## config.mk

```make
export PLATFORM = sky130hd
export DESIGN_NAME = raw10_unpacker
export DESIGN_NICKNAME = d
export VERILOG_FILES = /design/src/rtl/raw10_unpacker.sv
export SDC_FILE = /design/constraint.sdc
export NUM_CORES = 1
export LEC_CHECK = 0
export ABC_AREA = 1
export CAP_MARGIN = 20
export CORE_ASPECT_RATIO = 0.6
export CORE_UTILIZATION = 55
export DETAILED_ROUTE_END_ITERATION = 8
export GPL_TIMING_DRIVEN = 0
export HOLD_SLACK_MARGIN = 0.06
export PLACE_DENSITY = 0.76
export SYNTH_ARGS = -nofsm -noshare
export SYNTH_HDL_FRONTEND = slang
export SYNTH_SLANG_ARGS = --single-unit
```

## constraint.sdc

```tcl
create_clock -name clock -period 7.5 [get_ports clock]
set_input_delay 2.25 -clock clock [delete_from_list [all_inputs] [get_ports clock]]
set_output_delay 2.25 -clock clock [all_outputs]
set_load 0.01 [all_outputs]
```

## src/rtl/raw10_unpacker.sv

```systemverilog
// RAW10 unpacker: turns 32-bit CSI-2 long-packet payload words into aligned
// groups of four 10-bit pixels, with line-start/line-end markers.
module raw10_unpacker #(
    parameter logic [7:0] DATA_TYPE = 8'h2B
) (
    input  logic        clock,
    input  logic        reset,
    input  logic [31:0] image_data,
    input  logic        image_data_enable,
    input  logic [7:0]  image_data_type,
    input  logic [15:0] word_count,
    output logic [39:0] pixel_data,
    output logic        pixel_enable,
    output logic        line_start,
    output logic        line_end,
    output logic        format_error
);

    typedef enum logic {
        ST_IDLE   = 1'b0,
        ST_ACTIVE = 1'b1
    } state_t;

    state_t      state_q, state_d;
    logic [15:0] line_len_q, line_len_d;
    logic [16:0] bytes_rx_q, bytes_rx_d;
    logic [63:0] buf_q, buf_d;
    logic [3:0]  fill_q, fill_d;
    logic        first_q, first_d;
    logic [39:0] pixel_data_q, pixel_data_d;
    logic        pixel_enable_q, pixel_enable_d;
    logic        line_start_q, line_start_d;
    logic        line_end_q, line_end_d;
    logic        format_error_q, format_error_d;

    logic        accept_s;
    logic [15:0] len_eff_s;
    logic [16:0] rx_eff_s;
    logic [63:0] buf_eff_s;
    logic [3:0]  fill_eff_s;
    logic        first_eff_s;
    logic [16:0] remain_s;
    logic [2:0]  valid_s;
    logic [31:0] masked_s;
    logic [95:0] ext_s;
    logic [63:0] buf_app_s;
    logic [3:0]  fill_app_s;
    logic [16:0] rx_new_s;

    // Bytes B0..B4 packed as {B4,B3,B2,B1,B0}; B4 carries the two LSBs of each pixel.
    function automatic logic [39:0] unpack_group(input logic [39:0] grp);
        logic [39:0] pix;
        pix = 40'd0;
        for (int k = 0; k < 4; k++) begin
            pix[10*k +: 10] = {grp[8*k +: 8], grp[32 + 2*k +: 2]};
        end
        return pix;
    endfunction

    // Next-state: append the valid bytes of an accepted word, extract at most one group, close the packet.
    always_comb begin
        state_d        = state_q;
        line_len_d     = line_len_q;
        bytes_rx_d     = bytes_rx_q;
        buf_d          = buf_q;
        fill_d         = fill_q;
        first_d        = first_q;
        pixel_data_d   = pixel_data_q;
        pixel_enable_d = 1'b0;
        line_start_d   = 1'b0;
        line_end_d     = 1'b0;
        format_error_d = 1'b0;
        masked_s       = 32'd0;

        accept_s = image_data_enable && (image_data_type == DATA_TYPE);

        // In IDLE the word being accepted opens a new packet, so its context starts from scratch.
        if (state_q == ST_IDLE) begin
            len_eff_s   = word_count;
            rx_eff_s    = 17'd0;
            buf_eff_s   = 64'd0;
            fill_eff_s  = 4'd0;
            first_eff_s = 1'b1;
        end else begin
            len_eff_s   = line_len_q;
            rx_eff_s    = bytes_rx_q;
            buf_eff_s   = buf_q;
            fill_eff_s  = fill_q;
            first_eff_s = first_q;
        end

        remain_s = {1'b0, len_eff_s} - rx_eff_s;
        if (remain_s >= 17'd4) begin
            valid_s = 3'd4;
        end else begin
            valid_s = remain_s[2:0];
        end

        for (int i = 0; i < 4; i++) begin
            if (3'(i) < valid_s) begin
                masked_s[8*i +: 8] = image_data[8*i +: 8];
            end else begin
                masked_s[8*i +: 8] = 8'd0;
            end
        end

        ext_s      = {32'd0, buf_eff_s} | ({64'd0, masked_s} << {fill_eff_s, 3'b000});
        buf_app_s  = ext_s[63:0];
        fill_app_s = fill_eff_s + {1'b0, valid_s};
        rx_new_s   = rx_eff_s + {14'd0, valid_s};

        // A zero-length packet never leaves IDLE, so len_eff_s is non-zero whenever ACTIVE.
        if (accept_s && (len_eff_s != 16'd0)) begin
            state_d    = ST_ACTIVE;
            line_len_d = len_eff_s;
            bytes_rx_d = rx_new_s;
            first_d    = first_eff_s;
            if (fill_app_s >= 4'd5) begin
                pixel_data_d   = unpack_group(buf_app_s[39:0]);
                pixel_enable_d = 1'b1;
                line_start_d   = first_eff_s;
                first_d        = 1'b0;
                buf_d          = {40'd0, buf_app_s[63:40]};
                fill_d         = fill_app_s - 4'd5;
            end else begin
                buf_d  = buf_app_s;
                fill_d = fill_app_s;
            end
            if (rx_new_s == {1'b0, len_eff_s}) begin
                state_d        = ST_IDLE;
                bytes_rx_d     = 17'd0;
                line_end_d     = pixel_enable_d;
                format_error_d = (fill_d != 4'd0);
                buf_d          = 64'd0;
                fill_d         = 4'd0;
                first_d        = 1'b0;
            end else begin
                line_end_d = 1'b0;
            end
        end else begin
            pixel_enable_d = 1'b0;
        end
    end

    // State and registered outputs, with synchronous active-low reset.
    always_ff @(posedge clock) begin
        if (!reset) begin
            state_q        <= ST_IDLE;
            line_len_q     <= 16'd0;
            bytes_rx_q     <= 17'd0;
            buf_q          <= 64'd0;
            fill_q         <= 4'd0;
            first_q        <= 1'b0;
            pixel_data_q   <= 40'd0;
            pixel_enable_q <= 1'b0;
            line_start_q   <= 1'b0;
            line_end_q     <= 1'b0;
            format_error_q <= 1'b0;
        end else begin
            state_q        <= state_d;
            line_len_q     <= line_len_d;
            bytes_rx_q     <= bytes_rx_d;
            buf_q          <= buf_d;
            fill_q         <= fill_d;
            first_q        <= first_d;
            pixel_data_q   <= pixel_data_d;
            pixel_enable_q <= pixel_enable_d;
            line_start_q   <= line_start_d;
            line_end_q     <= line_end_d;
            format_error_q <= format_error_d;
        end
    end

    assign pixel_data   = pixel_data_q;
    assign pixel_enable = pixel_enable_q;
    assign line_start   = line_start_q;
    assign line_end     = line_end_q;
    assign format_error = format_error_q;

endmodule

```

Word-level counts from Yosys, hierarchy flattened
Cells that the tools add are included.
{ "op_classes": {"n_addsub": 4, "n_lt_le_gt_ge": 6, "eq_ne": 2, "shifts": 1, "mux": 20, "bitwise": 1, "n_reduce_logical": 8} }
{ "op_table": {"columns": ["op", "n"], "rows": [
  ["$mux 64", 3],
  ["$or 64x64->64", 1],
  ["$shl 32x7->64", 1],
  ["$mux 17", 2],
  ["$mux 8", 4],
  ["$add 17x3->17", 1],
  ["$eq 17x16->1", 1],
  ["$ge 17x3->1 const B", 1],
  ["$sub 16x17->17", 1],
  ["$mux 16", 1],
  ["$mux 4", 4],
  ["$reduce_bool 16->1", 1],
  ["$eq 8x6->1 const B", 1],
  ["$lt 1x3->1 const A", 2],
  ["$lt 2x3->1 const A", 2],
  ["$reduce_and 3->1", 2],
  ["$mux 1", 5],
  ["$add 4x3->4", 1],
  ["$ge 4x3->1 const B", 1],
  ["$reduce_and 2->1", 2],
  ["$reduce_bool 4->1", 1],
  ["$sub 4x3->4 const B", 1],
  ["$mux 3", 1],
  ["$logic_and 1x1->1", 2]
]} }
{ "totals": {"regBits": 147} }

Logic depth before layout (Yosys ltp)
{ "depth": {"ltp_word": 10, "depth_mapped": 42, "mapped_depth_nobuf": 37} }

Worst setup path after synthesis
OpenSTA, ideal clock, no wires.
{ "synth_timing": {"path_type": "input port to flip-flop", "from": "input port word_count[0]", "to": "register pixel_data_q[12] (netlist: pixel_data[12])", "setup_time_ps": 86, "t_arrival_ps": 6004, "required_ps": 7414, "path_slack_ps": 1410, "cell_stages": 25, "path_buffers": 2, "cell_sequence": "o21ai_0 ha_1 fa_1 inv_1 nor3_1 nand3_1 nand2_1 nor2_1 nand3_1 nor2_4 inv_1 nor2_1 ha_1 ha_1 inv_1 ha_1 inv_1 or2_2 nand2_1 nand2_2 nand2_1 inv_1 buf_2 buf_2 a211oi_1"} }
{ "synth_via": {"elab_chain_len": 8, "elab_cells_between_ends": 19, "classes_between": "add/sub: 2; order compare: 6; shift: 1; mux: 6; bitwise: 1; reduce/logical: 3"} }
{ "synth_rtl": {"columns": ["item", "line_no", "source"], "rows": [
  ["from (decl)", "11", "input logic [15:0] word_count,"],
  ["$mux 16 (*)", "78", "if (state_q == ST_IDLE) begin"],
  ["$sub 16x17->17", "92", "remain_s = {1'b0, len_eff_s} - rx_eff_s;"],
  ["$ge 17x3->1", "93", "if (remain_s >= 17'd4) begin"],
  ["$mux 3", "93", null],
  ["$lt 1x3->1 or $lt 2x3->1 (tied branches)", "100", "if (3'(i) < valid_s) begin"],
  ["$mux 8", "100", null],
  ["$shl 32x7->64", "107", "ext_s = {32'd0, buf_eff_s} | ({64'd0, masked_s} << {fill_eff_s, 3'b000});"],
  ["$or 64x64->64", "107", null],
  ["to (signal assigned)", "166", "pixel_data_q <= pixel_data_d;"],
  ["to (decl)", "30", "logic [39:0] pixel_data_q, pixel_data_d;"]
]} }
Every way passes the cells marked *; elsewhere a longest branch is shown, timed or not.
A chain may end at the register's enable or synchronous reset.

Worst setup path in the final report
{ "layout_timing": {"from": "input port word_count[0]", "to": "register buf_q[57]"} }
{ "layout_via": {"elab_chain_len": 10, "elab_cells_between_ends": 22, "classes_between": "add/sub: 3; order compare: 6; eq/ne: 1; shift: 1; mux: 8; bitwise: 1; reduce/logical: 2"} }
{ "layout_rtl": {"columns": ["item", "line_no", "source"], "rows": [
  ["$mux 16 (*)", "78", null],
  ["$sub 16x17->17", "92", null],
  ["$ge 17x3->1", "93", null],
  ["$mux 3", "93", null],
  ["$lt 1x3->1 or $lt 2x3->1 (tied branches)", "100", null],
  ["$mux 8", "100", null],
  ["$shl 32x7->64", "107", null],
  ["$or 64x64->64", "107", null],
  ["$mux 64", "118", "if (fill_app_s >= 4'd5) begin"],
  ["$mux 64", "129", "if (rx_new_s == {1'b0, len_eff_s}) begin"],
  ["to (signal assigned)", "163", "buf_q <= buf_d;"],
  ["to (decl)", "27", "logic [63:0] buf_q, buf_d;"]
]} }
Marks and branches as above.

==> impl_summary.log <==
INFO  metric grt_antenna_before_repair = 0
INFO  metric clock_tree.buffer_depth = 2
INFO  metric grt_remaining_overflow = 0
INFO  metric setup.worst_path.end_class = flip-flop
INFO  metric cts.hold.buffers_added = 0
INFO  metric floorplan.io_pins = 103
INFO  metric dpl.hpwl = 33.05 mm
INFO  metric final.fill_count = 1656
INFO  metric timing.max_slew.rel_slack = 15.33%
INFO  metric critical_path.slowest_cell = o21ai_1
INFO  metric clk_pin_slew_worst_paths = 0.07 ns
INFO  metric synthFlopType = dfxtp_1
INFO  metric ys.warnings.count = 0
INFO  metric dr.pass1.iters = 8
INFO  metric holdCritPathClass = flip-flop to flip-flop
INFO  metric final-hold-violation-count = 0
INFO  metric rows = 38
INFO  metric multi_input_comb_area = 6391 um2
INFO  metric post-synth-top-count-cell = nand2_1
INFO  metric worst_path_dominant_cell_family = simple AND/OR/NAND/NOR gates
INFO  metric cts_buffers = 17
INFO  metric worst-r2r-setup-slack = 0.41 ns
INFO  metric final.period_utilization = 96.02%
INFO  metric width_of_the_die = 180.2 um
INFO  metric async_reset_ff_share = 0%
INFO  metric drt.antenna.violating_nets = 0
INFO  metric finalWorstPathRequiredPeriod = 7.202 ns
INFO  metric synth_cell_types = 46
INFO  metric worst-slew-pin-transition = 1.257 ns
INFO  metric path_max_fanout = 10
INFO  metric cap_viol_max_count = 0
INFO  metric clock-root-buffer = clkbuf_16
INFO  metric final_layout_size_suffix_gt1_share = 8.130%
INFO  metric drt_first_iter_violations = 2069
INFO  metric worst_clock_skew = 0.01181 ns
INFO  metric place_inst = 2053
INFO  metric cts.sink_count = 147
INFO  metric achievable-frequency = 138.9 MHz
INFO  metric post_synth_main_area_contributors = dfxtp_1, nand2_1, nand3_1, o21ai_0, inv_1
INFO  metric timing_worst_setup_path_type = primary input to flip-flop
INFO  metric fin_worst_hold_slack = 0.4554 ns
INFO  metric synth-edff-count = 0
INFO  metric p_leak = 5.325 nW
INFO  metric crit_path_max_incr_delay = 0.52 ns
INFO  metric average_size_of_a_mapped_cell = 6.119 um2
INFO  metric crit_buf_inv = 7
INFO  metric portBuffers = 101
INFO  metric post-place-ws = -0.4395 ns
INFO  metric finalNetCount = 1916
INFO  metric synthCells = 1712
INFO  metric synth-seq-area-share = 28.09%
INFO  metric die_area = 19620 um2
INFO  metric grt_pass1_vias = 10780
INFO  metric die-height = 108.9 um
INFO  metric initial_utilization = 57.08%
INFO  metric most_area_hungry_cell_type_in_the_yosys_netlist = dfxtp_1
INFO  metric gp_congestion = 1.044
INFO  metric report.final.slew_viol_count = 0
INFO  metric core_area = 18350 um2
INFO  metric synth.cell_area = 10480 um2
INFO  metric route.vias.total = 12530
INFO  metric worst_setup_path_start_kind = primary input
INFO  metric layout_stage_area_growth_over_the_synthesis_result = 18.33%
INFO  metric cp.required = 7.85 ns
INFO  metric maximum_level_of_the_cts_h_tree = 4
INFO  metric grt_usage = 42.14%
INFO  metric status = finished, final reports clean
INFO  metric routed_wirelength_normalized_by_instance_count = 19.91 um
INFO  metric grt_pass1_wl = 62.03 mm
INFO  metric ff_latch_area = 2943 um2
INFO  metric synth_top_cell_area_share = 28.09%
INFO  metric total_power_density_per_cell_area = 150.4 nW/um2
INFO  metric stdcell_count = 2085
INFO  metric arrival = 7.56 ns
INFO  metric power.ir.vdd_worst = 0.0001502 V
INFO  metric netlist_top_cells_count = nand2_1, inv_1, nand3_1
INFO  metric synth.ff_latch_count = 147
INFO  metric layout_setup_ws = 0.2985 ns
INFO  metric finalSetupViolCount = 0
INFO  metric vias_per_cell = 6.010
INFO  metric antenna_cells = 0
INFO  metric maximum_number_of_pins_on_one_net_before_global_route_repair = 17
INFO  metric clkLatencyLatePin = 0.44 ns
INFO  metric routed_wirelength = 41.51 mm
INFO  metric clock_tree_from_tritoncts = yes
INFO  metric synth_fp_nets = 1796
INFO  metric post_route_drc = 0
worst paths after layout:
kind | start | endpoint | cells past startpoint
worst min register to register | line_len_q[11] | line_len_q[11] | 2
worst max register to register | state_q | buf_q[57] | 31
worst min-delay path | line_len_q[11] | line_len_q[11] | 2
worst max-delay path | word_count[0] | buf_q[57] | 26
flip-flops by register name (all words and copies together) (netlist names):
register,cells
pixel_enable,1
fill_q,4
first_q,1
line_len_q,16
line_end,1
format_error,1
pixel_data,40
state_q,1
line_start,1
bytes_rx_q,17
buf_q,64
timing repair:
action | in CTS | in global routing
endpoints found under the setup margin | 6 | 128
setup buffers | 0 | 0
resized for setup | 1 | 20
cell type report:
cell class,instances,share of cell area (%)
Buffer,103,3.927
Clock buffer,17,3.432
Clock inverter,15,1.312
Inverter,180,5.451
Multi-Input combinational cell,1282,51.56
Sequential cell,147,23.74
Tap cell,240,2.423
Timing Repair Buffer,101,8.156
logic make-up (layout without fill, tap and decap cells):
group                      Yosys count  in the layout  synth area share (%)
AOI/OAI and AO/OA                  352            352                 18.73
xor gates and xnor gates             5              5                0.4180
adders and majority gates           25             25                 3.058
buffers and inverters              283            416                 11.06
DFF                                147            147                 28.09
and+or+nand+nor                    900            900                 38.64
power by group:
part           internal, mW  total, mW  leakage (nW)  switching, mW
logic                0.0692      0.205          3.85          0.136
registers             0.781      0.781          1.18       0.000202
clock network         0.475      0.878         0.291          0.403
total                  1.32       1.86          5.33          0.539
per-layer routing:
| metal | global-route usage [%] | part of all wire [%] | vias up | wire length (um) |
|---|---|---|---|---|
| met5 | 2.250 | 0 | - | 0 |
| met4 | 7.875 | 1.6 | 0 | 655 |
| met3 | 20.44 | 19 | 78 | 7796 |
| met2 | 53.60 | 35 | 902 | 14680 |
| met1 | 61.82 | 44 | 5722 | 18370 |
| li1 | - | - | 5829 | - |
placed cells by master (no fill, tap or decap), types with 5 or more instances in the layout:
cell             Yosys  routed
nand2_1            507     506
inv_1              175     175
nand3_1            161     161
o21ai_0            157     147
dfxtp_1            147     147
a21oi_1            129     129
nor2_1             116     116
clkdlybuf4s50_1      0     101
clkbuf_1            69      66
nand3_2             32      32
ha_1                24      24
a211oi_1            22      22
nand4_1             20      20
buf_2               18      18
clkbuf_16            0      17
nand2_2             12      13
a21oi_2             13      13
and2_1              12      12
nor3_1              10      10
or2_2                9       9
o211ai_1             9       9
a22oi_1              9       9
buf_1                8       8
a22o_1               7       7
o21ai_1              0       6
inv_8                0       6
nor2_2               5       5
inv_6                0       5
through the flow:
step	instance area (um2)	total power, mW	utilization [%]	TNS, ns
6_report	12400	1.864	67.54	0
2_1_floorplan	10480	0.9053	-	0
3_3_place_gp	11790	0.9871	64.22	-24.26
5_1_grt	12400	1.904	67.54	-0.03336
3_5_place_dp	11790	0.9896	64.22	-40.77
4_1_cts	12370	1.843	67.43	0
worst reg2reg max path: cells and delay by family, from the launching register on:
kind | cells | cell delay (ns)
buffers and inverters | 12 | 3.28
and+or+nand+nor | 12 | 1.66
adders and majority gates | 5 | 1.37
DFF | 1 | 0.33
AOI/OAI and AO/OA | 2 | 0.39
(Power assumes the default switching activity.)
